**config.mk**
```make
export PLATFORM = sky130hd
export DESIGN_NAME = pixel_stream_loader
export DESIGN_NICKNAME = d
export VERILOG_FILES = /design/src/rtl/pixel_stream_loader.sv
export SDC_FILE = /design/constraint.sdc
export NUM_CORES = 1
export LEC_CHECK = 0
export ABC_AREA = 1
export CORE_MARGIN = 4
export CORE_UTILIZATION = 58
export CTS_CLUSTER_DIAMETER = 30
export DETAILED_ROUTE_END_ITERATION = 12
export GPL_TIMING_DRIVEN = 0
export HOLD_SLACK_MARGIN = 0.1
export PLACE_DENSITY = 0.84
export SETUP_SLACK_MARGIN = 0.5
export SYNTH_ARGS = -nofsm -noshare
export SYNTH_HDL_FRONTEND = slang
export SYNTH_SLANG_ARGS = --single-unit
```
**constraint.sdc**
```tcl
create_clock -name clk -period 2.9 [get_ports clk]
set_input_delay 0.58 -clock clk [delete_from_list [all_inputs] [get_ports clk]]
set_output_delay 0.58 -clock clk [all_outputs]
set_load 0.01 [all_outputs]
```
**src/rtl/pixel_stream_loader.sv**
```systemverilog
// rtl/pixel_stream_loader.sv - raster pixel stream to image memory write port loader
//
// Accepts a raster-ordered 1-bit pixel stream (valid/ready), generates x/y
// write addresses, write strobe and data for the image memory, pulses start
// once a complete frame is stored, then holds off input until the filter
// reports fullImageDone (rising edge).
//
// Ports:
//   clk, reset         clock, synchronous active-high reset
//   pixelIn            pixel value of the offered beat
//   pixelValid         source offers a beat
//   frameStart         beat is pixel (0,0) of a frame
//   pixelReady         loader accepts a beat this cycle
//   fullImageDone      filter finished with the stored frame
//   writeMem           image memory write strobe
//   xAddressOut        column address of the write
//   yAddressOut        row address of the write
//   dataOut            pixel written
//   start              one-cycle pulse: frame stored, begin filtering
//   busy               first accepted pixel until fullImageDone edge
//   frameError         one-cycle pulse on frameStart received mid-frame
//   framesLoaded       (PIXEL_LOADER_STATS_EN) start pulse count, wraps
//   beatsDropped       (PIXEL_LOADER_STATS_EN) discarded/abandoned pixels, saturates
//
// Optional feature macro: PIXEL_LOADER_STATS_EN

module pixel_stream_loader #(
  parameter int IMG_WIDTH  = 160,
  parameter int IMG_HEIGHT = 120,
  parameter int ADDR_W     = 8
) (
  input  logic              clk,
  input  logic              reset,
  input  logic              pixelIn,
  input  logic              pixelValid,
  input  logic              frameStart,
  output logic              pixelReady,
  input  logic              fullImageDone,
  output logic              writeMem,
  output logic [ADDR_W-1:0] xAddressOut,
  output logic [ADDR_W-1:0] yAddressOut,
  output logic              dataOut,
  output logic              start,
  output logic              busy,
  output logic              frameError
`ifdef PIXEL_LOADER_STATS_EN
  ,
  output logic [15:0]       framesLoaded,
  output logic [15:0]       beatsDropped
`endif
);

  typedef enum logic [1:0] {
    S_IDLE,
    S_LOAD,
    S_KICK,
    S_WAIT_DONE
  } state_t;

  state_t            state_q, state_d;
  logic [ADDR_W-1:0] x_q, x_d;
  logic [ADDR_W-1:0] y_q, y_d;
  logic              write_q, write_d;
  logic [ADDR_W-1:0] xaddr_q, xaddr_d;
  logic [ADDR_W-1:0] yaddr_q, yaddr_d;
  logic              data_q, data_d;
  logic              start_q, start_d;
  logic              busy_q, busy_d;
  logic              err_q, err_d;
  logic              ready_q, ready_d;
  logic              done_prev_q, done_prev_d;

  logic accept;
  logic x_last;
  logic y_last;
  logic done_rise;

  assign accept    = pixelValid && ready_q;
  assign x_last    = (x_q == ADDR_W'(IMG_WIDTH - 1));
  assign y_last    = (y_q == ADDR_W'(IMG_HEIGHT - 1));
  // Edge against the registered copy so a level still high from the
  // previous frame does not release the loader early.
  assign done_rise = fullImageDone && !done_prev_q;

  always_comb begin
    state_d     = state_q;
    x_d         = x_q;
    y_d         = y_q;
    write_d     = 1'b0;
    xaddr_d     = xaddr_q;
    yaddr_d     = yaddr_q;
    data_d      = data_q;
    start_d     = 1'b0;
    busy_d      = busy_q;
    err_d       = 1'b0;
    done_prev_d = fullImageDone;

    case (state_q)
      S_IDLE: begin
        // Beats without frameStart are discarded until a frame begins.
        if (accept && frameStart) begin
          write_d = 1'b1;
          xaddr_d = '0;
          yaddr_d = '0;
          data_d  = pixelIn;
          x_d     = ADDR_W'(1);
          y_d     = '0;
          busy_d  = 1'b1;
          state_d = S_LOAD;
        end
      end

      S_LOAD: begin
        if (accept) begin
          write_d = 1'b1;
          data_d  = pixelIn;
          if (frameStart) begin
            // Resync: abandon the partial frame, this beat becomes (0,0).
            err_d   = 1'b1;
            xaddr_d = '0;
            yaddr_d = '0;
            x_d     = ADDR_W'(1);
            y_d     = '0;
          end else begin
            xaddr_d = x_q;
            yaddr_d = y_q;
            if (x_last) begin
              x_d = '0;
              if (y_last) begin
                y_d     = '0;
                state_d = S_KICK;
              end else begin
                y_d = y_q + ADDR_W'(1);
              end
            end else begin
              x_d = x_q + ADDR_W'(1);
            end
          end
        end
      end

      S_KICK: begin
        // One cycle after the final beat, so start lands the cycle after
        // the final write.
        start_d = 1'b1;
        state_d = S_WAIT_DONE;
      end

      S_WAIT_DONE: begin
        if (done_rise) begin
          busy_d  = 1'b0;
          x_d     = '0;
          y_d     = '0;
          state_d = S_IDLE;
        end
      end

      default: begin
        state_d = S_IDLE;
      end
    endcase

    ready_d = (state_d == S_IDLE) || (state_d == S_LOAD);
  end

  always_ff @(posedge clk) begin
    if (reset) begin
      state_q     <= S_IDLE;
      x_q         <= '0;
      y_q         <= '0;
      write_q     <= 1'b0;
      xaddr_q     <= '0;
      yaddr_q     <= '0;
      data_q      <= 1'b0;
      start_q     <= 1'b0;
      busy_q      <= 1'b0;
      err_q       <= 1'b0;
      ready_q     <= 1'b1;
      done_prev_q <= 1'b0;
    end else begin
      state_q     <= state_d;
      x_q         <= x_d;
      y_q         <= y_d;
      write_q     <= write_d;
      xaddr_q     <= xaddr_d;
      yaddr_q     <= yaddr_d;
      data_q      <= data_d;
      start_q     <= start_d;
      busy_q      <= busy_d;
      err_q       <= err_d;
      ready_q     <= ready_d;
      done_prev_q <= done_prev_d;
    end
  end

  assign pixelReady  = ready_q;
  assign writeMem    = write_q;
  assign xAddressOut = xaddr_q;
  assign yAddressOut = yaddr_q;
  assign dataOut     = data_q;
  assign start       = start_q;
  assign busy        = busy_q;
  assign frameError  = err_q;

`ifdef PIXEL_LOADER_STATS_EN
  logic [15:0] frames_q, frames_d;
  logic [15:0] dropped_q, dropped_d;
  logic [31:0] drop_inc;
  logic [31:0] drop_sum;

  always_comb begin
    frames_d = frames_q + (start_d ? 16'd1 : 16'd0);
    drop_inc = 32'd0;
    if (accept && (state_q == S_IDLE) && !frameStart) begin
      drop_inc = 32'd1;
    end else if (accept && (state_q == S_LOAD) && frameStart) begin
      // Pixels already written in the abandoned frame.
      drop_inc = 32'(y_q) * 32'(IMG_WIDTH) + 32'(x_q);
    end
    drop_sum  = 32'(dropped_q) + drop_inc;
    dropped_d = (drop_sum > 32'h0000_FFFF) ? 16'hFFFF : drop_sum[15:0];
  end

  always_ff @(posedge clk) begin
    if (reset) begin
      frames_q  <= '0;
      dropped_q <= '0;
    end else begin
      frames_q  <= frames_d;
      dropped_q <= dropped_d;
    end
  end

  assign framesLoaded = frames_q;
  assign beatsDropped = dropped_q;
`endif

endmodule

```
==> impl_metrics.toml <==
[status]
status = "finished, final reports clean"

[place]
dp.cells = 367
finalWeightedCongestion = 0.885
hpwl_mm = 3.46
port_buffers = 27

[synthesis]
synth_area_leader_cell = "dfxtp_1"
syn_inst = 294
ys_ff_latch = 41
ys_warn_count = 0
synth_area_leaders = "dfxtp_1, nand2_1, a21oi_1, nand3_1, inv_1"
synth_nets = 307
yosysUniqueCellTypes = 28
yosysSeqAreaShare = 0.392
yosysTopAreaCellShare = 0.392
synth.avg_cell_area_um2 = 7.13
syn_area_um2 = 2100

[worst_setup_path]
start_kind = "flip-flop"
worst_ep_required_time_ps = 3190
crit_path_end_kind = "flip-flop"
critPathKind = "reg2reg"
worstPathMaxFanout = 10
crit_arrival_ps = 2260

[floorplan]
io_pins = 28
coreArea_um2 = 3420
start_util = 0.614
dieArea_um2 = 4640
chipWidth_um = 68.1
die_h_um = 68.1
num_rows = 21

[global_routing]
grt_pass1_wl_mm = 7.93
antenna_found_initial = 0
gr-usage-all-layers = 0.229
grt_max_degree = 13
grt_pass1_vias = 1766
globalRoute.totalOverflow = 0

[pwr]
p_int_w = 0.000724
clockPowerShare = 0.271
power_frac_comb = 0.159
cellPowerDensity_nw_per_um2 = 411
power_switching_w = 0.000294
p_leak_nw = 0.973
netSwitchingFraction = 0.289
vdd_drop_max_mv = 0.256
p_total_w = 0.00102
seq_power_share = 0.571

[clock_network]
cts_resized = 0
cts_tree = "done"
cts_max_path_buffers = 2
clk_pin_slew_ps = 120
cts-htree-levels = 2
cts_setup_buffers = 0
cts_sinks = 41
cts_buffers = 5
insertion_delay_ps = 350
holdBufCountCts = 0
clock-root-buffer = "clkbuf_4"

[sta]
fin_worst_skew_ps = 5.54
drv_slew = 0
period_minus_slack_ps = 1970
worst_hold_slack_ps = 471
worstMarginPinSlew_ps = 540
setup_viol = 0
rsz0062_at_grt = "false"
relSlewSlack = 0.640
fmax_mhz = 507
fin_crit_sh = 0.680
tns_ps = 0
finalHoldViolations = 0

[drt]
routed_wirelength_mm = 4.62
vias = 1973
wire_per_inst_um = 12.3
first_pass_iters = 4
vias_per_cell = 5.26
drtIter0Drc = 130
ant_nets = 0
drc = 0

[hold_path]
hp-class = "reg2reg"

[final_layout]
antenna_cells = 0
syn2layout_area_growth_pct = 18.1
fillCellCount = 290
final_cell_count_no_fill = 375
layout-drive-gt1-share = 0.100
num-nets-final = 341

[run]
drv_cap = 0
-- power groups by stage --
stage / sequential, W / combinational (W) / clock, W
floorplan: 0.000595 / 0.000111 / 0
global placement: 0.000594 / 0.000158 / 0
detailed placement: 0.000594 / 0.000161 / 0
CTS: 0.000581 / 0.000162 / 0.000285
global route: 0.000583 / 0.000179 / 0.000304
finish: 0.000581 / 0.000161 / 0.000276
-- layout make-up --
cell class,count,area (µm²),area share
Clock buffer,6,41.3,0.0167
Tap cell,46,57.6,0.0233
Buffer,10,72.6,0.0293
Multi-Input combinational cell,205,1060,0.427
Inverter,38,145,0.0586
Clock inverter,2,10.0,0.00404
Sequential cell,41,821,0.332
Timing Repair Buffer,27,270,0.109
-- placed cells by master, fill, tap and decap left out --
cell type and n:
nand3_1 30, clkbuf_1 4, o21bai_4 1, dfxtp_1 41
nor2_4 4, ha_1 7, o21ai_0 11, o21ai_1 1
a21oi_2 1, inv_4 1, inv_1 36, a21oi_1 34
nor2_2 2, clkbuf_4 5, a31oi_1 1, nand2_1 65
buf_2 1, clkdlybuf4s50_1 27, buf_4 3, nand3_2 2
inv_2 1, o21bai_1 1, nor3_1 5, nor2_1 28
clkinv_2 2, nand2_4 2, nand4_1 4, a211oi_1 1
nand2_2 4, nor3_4 1, buf_6 3
-- worst paths after layout --
| check | from | endpoint | slack [ps] | cells past startpoint |
|---|---|---|---|---|
| worst min-delay path | yAddressOut[4] | yAddressOut[4] | 470 | 2 |
| worst min register to register | yAddressOut[4] | yAddressOut[4] | 470 | 2 |
| worst max register to register | state_q[1] | xAddressOut[4] | 930 | 11 |
| worst max-delay path | state_q[1] | xAddressOut[4] | 930 | 11 |
-- synthesized netlist by cell type, drive strengths merged --
cell type and number:
nand4 4, a211oi 1, clkbuf 3, o21ai 12
ha 7, a31oi 1, nor2 34, nor3 6
inv 38, a21oi 35, dfxtp 41, buf 7
nand3 32, o21bai 2, nand2 71
-- per-layer routing --
metal,global-route usage,vias to the layer above,wire [µm]
met4,0.0893,0,72
li1,-,1021,-
met5,0,-,0
met2,0.363,47,2150
met3,0.0591,7,220
met1,0.296,898,2180
-- logic make-up after synthesis --
| family | after synthesis | synth area share |
|---|---|---|
| flip-flops | 41 | 0.392 |
| adder cells (fa/ha/maj) | 7 | 0.0418 |
| buffers and inverters | 48 | 0.104 |
| AND/OR/NAND/NOR | 147 | 0.330 |
| AO/OA/AOI/OAI | 51 | 0.133 |
-- critical path, stage by stage (launching register included) --
cell and delay, ps:
dfxtp_1 430, inv_1 110, ha_1 200, buf_6 130, inv_2 140, nor2_4 90
a21oi_2 140, nand2_2 160, inv_4 140, buf_6 150, nand3_1 90, a21oi_1 130
-- registers in the layout, indices dropped and copies added (netlist names) --
signal	count
dataOut	1
pixelReady	1
state_q	2
busy	1
xAddressOut	8
writeMem	1
done_prev_q	1
y_q	8
yAddressOut	8
x_q	8
frameError	1
start	1
-- metrics by stage --
stage               cell area (µm²)  setup slack, ps  utilization
floorplan                      2100             1280            -
detailed placement             2420              574        0.710
global placement               2420              642        0.710
CTS                            2470              930        0.725
global route                   2470              780        0.725
finish                         2470              928        0.725
(Power assumes the default switching activity.)
